### config.mk
export PLATFORM = sky130hd
export DESIGN_NAME = mem_loader
export DESIGN_NICKNAME = d
export VERILOG_FILES = /design/src/rtl/mem_loader_pkg.sv /design/src/rtl/mem_loader_word_pack.sv /design/src/rtl/mem_loader.sv
export SDC_FILE = /design/constraint.sdc
export NUM_CORES = 1
export LEC_CHECK = 0
export CAP_MARGIN = 25
export CORE_MARGIN = 10
export CORE_UTILIZATION = 40
export CTS_CLUSTER_SIZE = 40
export DETAILED_ROUTE_END_ITERATION = 7
export GPL_ROUTABILITY_DRIVEN = 0
export HOLD_SLACK_MARGIN = 0.1
export PLACE_DENSITY = 0.62
export SYNTH_ARGS = -nofsm -noshare
export SYNTH_HDL_FRONTEND = slang
export SYNTH_HIERARCHICAL = 1
export SYNTH_SLANG_ARGS = --single-unit
### constraint.sdc
create_clock -name clk -period 4.2 [get_ports clk]
set_input_delay 1.05 -clock clk [delete_from_list [all_inputs] [get_ports clk]]
set_output_delay 1.05 -clock clk [all_outputs]
set_load 0.05 [all_outputs]
### src/rtl/mem_loader_pkg.sv
// Shared constants, state encoding and header range check for the boot loader.
// Consumed by mem_loader and mem_loader_word_pack.
package mem_loader_pkg;

  localparam int HDR_BYTES         = 4;
  localparam int MEM_DEPTH_DEFAULT = 16384;

  // Byte offsets of the header fields within a frame.
  localparam int OFF_ADDR_HI = 0;
  localparam int OFF_ADDR_LO = 1;
  localparam int OFF_CNT_HI  = 2;
  localparam int OFF_CNT_LO  = 3;

  localparam logic [3:0] ST_IDLE = 4'd0;
  localparam logic [3:0] ST_H0   = 4'd1;
  localparam logic [3:0] ST_H1   = 4'd2;
  localparam logic [3:0] ST_H2   = 4'd3;
  localparam logic [3:0] ST_H3   = 4'd4;
  localparam logic [3:0] ST_D_HI = 4'd5;
  localparam logic [3:0] ST_D_LO = 4'd6;
  localparam logic [3:0] ST_WR   = 4'd7;
  localparam logic [3:0] ST_CHK  = 4'd8;
  localparam logic [3:0] ST_DONE = 4'd9;
  localparam logic [3:0] ST_ERR  = 4'd10;

  typedef enum logic [3:0] {
    IDLE = ST_IDLE,
    H0   = ST_H0,
    H1   = ST_H1,
    H2   = ST_H2,
    H3   = ST_H3,
    D_HI = ST_D_HI,
    D_LO = ST_D_LO,
    WR   = ST_WR,
    CHK  = ST_CHK,
    DONE = ST_DONE,
    ERR  = ST_ERR
  } state_t;

  // Rejects a header whose address has bit 15 set or whose window runs past
  // the end of memory; the sum is 17 bits wide so it never wraps.
  function automatic logic range_bad(input logic [15:0] addr_word,
                                     input logic [15:0] cnt,
                                     input int          depth);
    logic [16:0] sum;
    sum = {2'b00, addr_word[14:0]} + {1'b0, cnt};
    return addr_word[15] || (sum > 17'(depth));
  endfunction

endpackage

### src/rtl/mem_loader_word_pack.sv
// Assembles HI/LO payload bytes into a 16-bit word that holds between writes.
// The running XOR of payload bytes exists only with MEM_LOADER_CHECKSUM_EN.
module mem_loader_word_pack
  import mem_loader_pkg::*;
(
  input  logic        clk,
  input  logic        reset,
  input  logic        clear,
  input  logic        hi_en,
  input  logic        lo_en,
  input  logic [7:0]  byte_in,
`ifdef MEM_LOADER_CHECKSUM_EN
  output logic [7:0]  checksum,
`endif
  output logic [15:0] word
);

  logic [7:0]  hi_q, hi_d;
  logic [15:0] word_q, word_d;

  // The word register only changes when the LO byte lands, so the memory
  // data bus stays stable from one write to the next.
  always_comb begin
    hi_d   = hi_q;
    word_d = word_q;
    if (hi_en) hi_d = byte_in;
    if (lo_en) word_d = {hi_q, byte_in};
  end

  always_ff @(posedge clk) begin
    if (reset) begin
      hi_q   <= 8'h00;
      word_q <= 16'h0000;
    end else begin
      hi_q   <= hi_d;
      word_q <= word_d;
    end
  end

  assign word = word_q;

`ifdef MEM_LOADER_CHECKSUM_EN
  logic [7:0] acc_q, acc_d;

  always_comb begin
    acc_d = acc_q;
    if (clear) acc_d = 8'h00;
    else if (hi_en || lo_en) acc_d = acc_q ^ byte_in;
  end

  always_ff @(posedge clk) begin
    if (reset) acc_q <= 8'h00;
    else acc_q <= acc_d;
  end

  assign checksum = acc_q;
`endif

endmodule

### src/rtl/mem_loader.sv
// Framed byte-stream boot loader writing 16-bit words into data memory.
// Define MEM_LOADER_CHECKSUM_EN to require a trailing XOR checksum byte.
module mem_loader
  import mem_loader_pkg::*;
#(
  parameter int ADDR_W    = 15,
  parameter int DATA_W    = 16,
  parameter int MEM_DEPTH = MEM_DEPTH_DEFAULT
) (
  input  logic              clk,
  input  logic              reset,
  input  logic              start,
  input  logic [7:0]        byte_in,
  input  logic              byte_valid,
  output logic              byte_ready,
  output logic              mem_load,
  output logic [ADDR_W-1:0] mem_address,
  output logic [DATA_W-1:0] mem_in,
  output logic              cpu_hold,
  output logic              busy,
  output logic              done,
  output logic              error
);

  state_t            state_q, state_d;
  logic [ADDR_W-1:0] ptr_q, ptr_d;
  logic [ADDR_W-1:0] addr_out_q, addr_out_d;
  logic [15:0]       rem_q, rem_d;
  logic [7:0]        addr_hi_q, addr_hi_d;
  logic [7:0]        addr_lo_q, addr_lo_d;
  logic [7:0]        cnt_hi_q, cnt_hi_d;
  logic              busy_q, busy_d;
  logic              done_q, done_d;
  logic              error_q, error_d;

  logic              xfer;
  logic              ready_c;
  logic              load_c;
  logic              pack_clear, hi_en, lo_en;
  logic [15:0]       pack_word;
  logic [15:0]       hdr_addr;
  logic [15:0]       hdr_cnt;

  assign xfer     = byte_valid && ready_c;
  assign hdr_addr = {addr_hi_q, addr_lo_q};
  assign hdr_cnt  = {cnt_hi_q, byte_in};

`ifdef MEM_LOADER_CHECKSUM_EN
  logic [7:0] checksum;
`endif

  mem_loader_word_pack u_pack (
    .clk      (clk),
    .reset    (reset),
    .clear    (pack_clear),
    .hi_en    (hi_en),
    .lo_en    (lo_en),
    .byte_in  (byte_in),
`ifdef MEM_LOADER_CHECKSUM_EN
    .checksum (checksum),
`endif
    .word     (pack_word)
  );

  always_comb begin
    state_d    = state_q;
    ptr_d      = ptr_q;
    addr_out_d = addr_out_q;
    rem_d      = rem_q;
    addr_hi_d  = addr_hi_q;
    addr_lo_d  = addr_lo_q;
    cnt_hi_d   = cnt_hi_q;
    busy_d     = busy_q;
    done_d     = done_q;
    error_d    = error_q;
    ready_c    = 1'b0;
    load_c     = 1'b0;
    pack_clear = 1'b0;
    hi_en      = 1'b0;
    lo_en      = 1'b0;

    case (state_q)
      IDLE: begin
        if (start) begin
          state_d    = H0;
          busy_d     = 1'b1;
          done_d     = 1'b0;
          error_d    = 1'b0;
          pack_clear = 1'b1;
        end
      end
      H0: begin
        ready_c = 1'b1;
        if (xfer) begin
          addr_hi_d = byte_in;
          state_d   = H1;
        end
      end
      H1: begin
        ready_c = 1'b1;
        if (xfer) begin
          addr_lo_d = byte_in;
          state_d   = H2;
        end
      end
      H2: begin
        ready_c = 1'b1;
        if (xfer) begin
          cnt_hi_d = byte_in;
          state_d  = H3;
        end
      end
      // The header is validated on the very cycle CNT_LO arrives.
      H3: begin
        ready_c = 1'b1;
        if (xfer) begin
          ptr_d = hdr_addr[ADDR_W-1:0];
          rem_d = hdr_cnt;
          if (range_bad(hdr_addr, hdr_cnt, MEM_DEPTH)) state_d = ERR;
          else if (hdr_cnt == 16'd0) state_d = DONE;
          else state_d = D_HI;
        end
      end
      D_HI: begin
        ready_c = 1'b1;
        if (xfer) begin
          hi_en   = 1'b1;
          state_d = D_LO;
        end
      end
      D_LO: begin
        ready_c = 1'b1;
        if (xfer) begin
          lo_en      = 1'b1;
          addr_out_d = ptr_q;
          state_d    = WR;
        end
      end
      WR: begin
        load_c = 1'b1;
        ptr_d  = ptr_q + 1'b1;
        rem_d  = rem_q - 16'd1;
        if (rem_q == 16'd1) begin
`ifdef MEM_LOADER_CHECKSUM_EN
          state_d = CHK;
`else
          state_d = DONE;
`endif
        end else begin
          state_d = D_HI;
        end
      end
`ifdef MEM_LOADER_CHECKSUM_EN
      CHK: begin
        ready_c = 1'b1;
        if (xfer) state_d = (byte_in == checksum) ? DONE : ERR;
      end
`endif
      DONE: begin
        done_d  = 1'b1;
        busy_d  = 1'b0;
        state_d = IDLE;
      end
      ERR: begin
        error_d = 1'b1;
        busy_d  = 1'b0;
        state_d = IDLE;
      end
      default: state_d = IDLE;
    endcase
  end

  always_ff @(posedge clk) begin
    if (reset) begin
      state_q    <= IDLE;
      ptr_q      <= '0;
      addr_out_q <= '0;
      rem_q      <= 16'd0;
      addr_hi_q  <= 8'h00;
      addr_lo_q  <= 8'h00;
      cnt_hi_q   <= 8'h00;
      busy_q     <= 1'b0;
      done_q     <= 1'b0;
      error_q    <= 1'b0;
    end else begin
      state_q    <= state_d;
      ptr_q      <= ptr_d;
      addr_out_q <= addr_out_d;
      rem_q      <= rem_d;
      addr_hi_q  <= addr_hi_d;
      addr_lo_q  <= addr_lo_d;
      cnt_hi_q   <= cnt_hi_d;
      busy_q     <= busy_d;
      done_q     <= done_d;
      error_q    <= error_d;
    end
  end

  assign byte_ready  = ready_c;
  assign mem_load    = load_c;
  assign mem_address = addr_out_q;
  assign mem_in      = pack_word;
  assign busy        = busy_q;
  assign cpu_hold    = busy_q;
  assign done        = done_q;
  assign error       = error_q;

endmodule

# Word-level counts from Yosys, hierarchy flattened
# Cells that the tools add are included.
# word_totals
regBits	101
inputBits	12
output_inout_bits	37
wordCells	77
# op_classes
n_addsub	3
order_cmp	1
n_eq_ne	17
mux	25
reduce_logical	19
# op_table
op	count
4-bit 2-to-1 mux	10
16-bit case mux with 2 select lines	1
4-bit case mux with 8 select lines	1
15-bit case mux with 2 select lines	1
15-bit by 16-bit adder with 17-bit output	1
17-bit by 15-bit > comparator with 1-bit output (second input constant)	1
16-bit by 1-bit equality test with 1-bit output (second input constant)	1
4-bit by 3-bit equality test with 1-bit output (second input constant)	4
16-bit logical NOT	1
16-bit 2-to-1 mux	1
2-bit AND reduction	8
16-bit by 1-bit subtractor with 16-bit output (second input constant)	1
15-bit by 1-bit adder with 15-bit output (second input constant)	1
15-bit 2-to-1 mux	1
2-bit inequality test (second input constant)	7
4-bit by 2-bit equality test with 1-bit output (second input constant)	2
4-bit equality test (second input constant)	2
2-bit nonzero test	4
1-bit 2-to-1 mux	7
7-bit AND reduction	1
1-bit case mux with 2 select lines	3
6-bit OR reduction	1
4-bit by 1-bit equality test with 1-bit output (second input constant)	1
4-bit logical NOT	1
3 further kinds	3

# Longest topological paths before layout
# depth
word_depth	6
depth_mapped	9
ltp_nobuf	9

# By module
# The synthesis kept the hierarchy.
# by_module_without_submodules
mod	instances	cells_each	area_each_um2	seq_area_each_um2
mem_loader	1	553	4334.2	1541.5
mem_loader_word_pack	1	77	859.6	480.5

# Worst setup path after synthesis
# Ideal clock, no wire load.
# synth_timing
kind	input port to flip-flop
from	input byte_in[0]
to	register state_q[3]
setup_ns	0.115
arrival_time_ns	3.245
t_required_ns	4.085
path_slack_ns	0.841
cell_stages	9
n_path_buf	0
cell_sequence	ha_1 > fa_1 > xor2_1 > a211oi_1 > o2111ai_1 > or4_1 > nor4_1 > nand4_1 > o21a_1
# synth_via
elab_chain_cells	6
word_cells_on_any_way	8
cone_classes	1 x add/sub; 1 x order compare; 4 x mux; 2 x reduce/logical
# synth_lines
item	line	rtl
start: declaration	mem_loader.sv:13	input logic [7:0] byte_in,
15-bit by 16-bit adder with 17-bit output	mem_loader_pkg.sv:46	sum = {2'b00, addr_word[14:0]} + {1'b0, cnt};
17-bit by 15-bit > comparator with 1-bit output	mem_loader_pkg.sv:47	return addr_word[15] || (sum > 17'(depth));
1-bit logical OR	mem_loader_pkg.sv:47	
4-bit 2-to-1 mux (*)	mem_loader.sv:119	if (range_bad(hdr_addr, hdr_cnt, MEM_DEPTH)) state_d = ERR;
4-bit 2-to-1 mux (*)	mem_loader.sv:116	if (xfer) begin
4-bit case mux with 8 select lines (*)	mem_loader.sv:82	case (state_q)
end signal: assignment	mem_loader.sv:186	state_q <= state_d;
end: declaration	mem_loader.sv:25	state_t state_q, state_d;
# Mark *: on every way between the ends. The rest lies on a longest branch, timed or not. The select of a mux whose other input is x is not followed.
# A chain may end at the register's enable or synchronous reset.

# Worst setup path in the final report
# Same ends and word-level chain as after synthesis.

==> metrics.yaml <==
global_routing:
  grt_max_degree: 73
  grt_pass1_vias: 4718
  grt_use_total_pct: 16.3
  grt_first_pass_wirelength_um: 24200
  overflow: 0
  antenna_found_initial: 0
critical_path:
  end_kind: "register"
  critPathArrivalTime_ns: 4.08
  crit_fanout: 4
  start_kind: "primary input"
  crit_start: "byte_in[0]"
  regToRegStartpoint: "addr_lo_q[0]"
  cp.required_ns: 4.45
  criticalPathCategory: "primary input to register"
die:
  rows: 41
  pin_count: 49
  core_sq_um: 12700
  initial_core_util_pct: 41.0
  die_h_um: 134
  die_x_um: 134
  die_area_sq_um: 17900
power_and_ir_drop:
  power_density_nw_per_um2: 360
  p_switching_uw: 610
  leakagePower_uw: 0.00230
  p_int_uw: 1610
  vdd_ir_drop_max_uv: 218
  pwr-share-clk_pct: 39.7
  p_seq_share_pct: 46.0
  p_comb_share_pct: 14.3
  power_uw: 2220
  netSwitchingFraction_pct: 27.5
status:
  status: "completed"
logic_synthesis:
  ys_warn_count: 6
  syn_avg_cell_area_sq_um: 8.24
  syn_nets: 661
  ys_ff_latch: 101
  synthFlopType: "dfxtp_1"
  yosysSeqAreaShare_pct: 38.9
  synth_top_area_share_pct: 38.9
  synthTopCellsByArea: "dfxtp_1 39%, mux2i_1 9.4%, a21oi_1 6.6%, nor2_1 6.1%, nand2_1 4.5%"
  synth_area_leader_cell: "dfxtp_1"
  synth_edf_count: 0
  synthesis.area_sq_um: 5190
  async_flop_share_pct: 0
  synth_cell_types: 59
  synthCells: 630
clock_tree:
  cts_root_buf: "clkbuf_16"
  cts_made_buffers: 9
  clk_latency_ns: 0.35
  cts.clk_slew.worst_paths_ns: 0.07
  htreeDepth: 3
  postCtsSetupBuffers: 0
  cts_tree: "yes"
  ctsHoldBuffers: 0
  cts-resized-gates: 0
  cts_max_path_buffers: 2
  cts_sinks: 101
drt:
  via_per_inst: 5.70
  first_iter_violations: 532
  num_vias: 4824
  drcViolationCount: 0
  drt.antenna.violating_nets: 0
  routedWlPerCell_um: 17.4
  dr.pass1.iters: 5
  finalWirelength_um: 14700
cells_and_area:
  n_fill_cell: 1271
  multi_input_area_sq_um: 2950
  seq_area_sq_um: 2020
  layout_commonest_cell: "dfxtp_1"
  nNetsFinal: 700
  syn_to_final_growth_pct: 18.4
  drive_gt1_share_pct: 5.79
  num_antenna_cells: 0
  fin_util_pct: 48.5
  final_cell_mix: "101 x dfxtp_1, 85 x nor2_1, 68 x a21oi_1"
sta:
  finalSetupTns_ns: 0
  finalClockSkew_ns: 0.00645
  hold_viol: 0
  slew_headroom_pct: 32.9
  finalSetupViolations: 0
  min_period_ns: 3.83
  final_max_slew_viol_count: 0
  worstMarginPinSlew_ns: 1.00
  grt_setup_unrepaired: "no"
  fin_crit_sh_pct: 91.1
  max_freq_mhz: 261
hold_path:
  hold_start: "mem_address[14]"
  hp-class: "register to register"
run:
  cap_viol_max_count: 0
placement:
  dpl.hpwl_um: 10500
  io_buffers: 48
[area by class of cell]
| class | instances | share of cell area (%) |
|---|---|---|
| multi-input combinational | 480 | 47.9 |
| sequential | 101 | 32.9 |
| timing repair buffer | 64 | 9.89 |
| clock buffer | 12 | 4.17 |
| tap | 172 | 3.50 |
| clock inverter | 4 | 0.895 |
| inverter | 13 | 0.793 |
[per-stage QoR]
step           hold WS [ns]  setup slack [ns]  cells  cell area (sq um)
5_1_grt               0.476             0.271    846               6150
6_report              0.454             0.373    846               6150
3_5_place_dp          0.448            0.0405    830               5840
3_3_place_gp          0.446             0.118    830               5840
2_1_floorplan         0.438             0.841    630               5190
4_1_cts               0.458             0.401    846               6150
[synth_stat cells (all sizes together), types with 2 or more instances]
| cell type | count |
|---|---|
| nand2b | 5 |
| a21o | 10 |
| o311ai | 4 |
| o21a | 2 |
| a21oi | 68 |
| a22oi | 2 |
| a41oi | 3 |
| nor3 | 15 |
| a2111oi | 3 |
| and2 | 2 |
| a211o | 2 |
| mux2i | 49 |
| nor2b | 3 |
| ha | 18 |
| or2 | 3 |
| a211oi | 5 |
| nor4 | 11 |
| inv | 13 |
| or4 | 3 |
| nor2 | 85 |
| xor2 | 4 |
| nand4 | 10 |
| nand3 | 16 |
| xnor2 | 4 |
| buf | 9 |
| nand2 | 62 |
| clkbuf | 27 |
| or3 | 4 |
| and4 | 4 |
| a311oi | 3 |
| nor3b | 4 |
| a221oi | 5 |
| and3 | 6 |
| dfxtp | 101 |
| o211ai | 7 |
| o21ai | 31 |
| a31oi | 12 |
[registers in the layout (all words and copies together), names as in the netlist, 4 cells and up]
name / cells
rem_q: 16
u_pack/word: 16
mem_address: 15
ptr_q: 15
addr_hi_q: 8
addr_lo_q: 8
cnt_hi_q: 8
u_pack/hi_q: 8
state_q: 4
[power by group through the flow]
stage | Clock (uW) | Combinational [uW] | Sequential [uW]
2_1_floorplan | 0 | 232 | 1020
3_3_place_gp | 0 | 307 | 1040
3_5_place_dp | 0 | 312 | 1040
4_1_cts | 891 | 314 | 1020
5_1_grt | 928 | 347 | 1020
6_report | 880 | 317 | 1020
[logic make-up after synthesis]
kind of cell               synth area share (%)
muxes                                      9.44
xor gates and xnor gates                   1.35
and+or+nand+nor                            20.8
DFF                                        38.9
AOI/OAI and AO/OA                          20.4
adders and majority gates                  4.72
buffers and inverters                      4.36
[critical path, cell delays in order]
cell and delay (ns):
clkdlybuf4s50_1 0.45, ha_1 0.25, fa_1 0.42, xor2_1 0.17
a211oi_1 0.24, o2111ai_1 0.13, or4_1 0.55, nor4_1 0.32
nand4_1 0.26, o21a_1 0.24
[worst paths after layout]
check | to | slack, ns | cells after the start
worst max-delay path | state_q[3] | 0.37 | 10
worst min-delay path | mem_address[14] | 0.45 | 2
worst max register to register | state_q[3] | 1.19 | 9
worst min register to register | mem_address[14] | 0.45 | 2
[metal layers]
metal	track usage (%)	share of wire, %	vias up
li1	-	-	2369
met3	5.38	7.1	19
met1	20.8	46	2289
met2	25.8	46	147
met5	0	0	-
met4	4.41	1.7	0
Note: power is estimated with default switching activity, not from simulation.
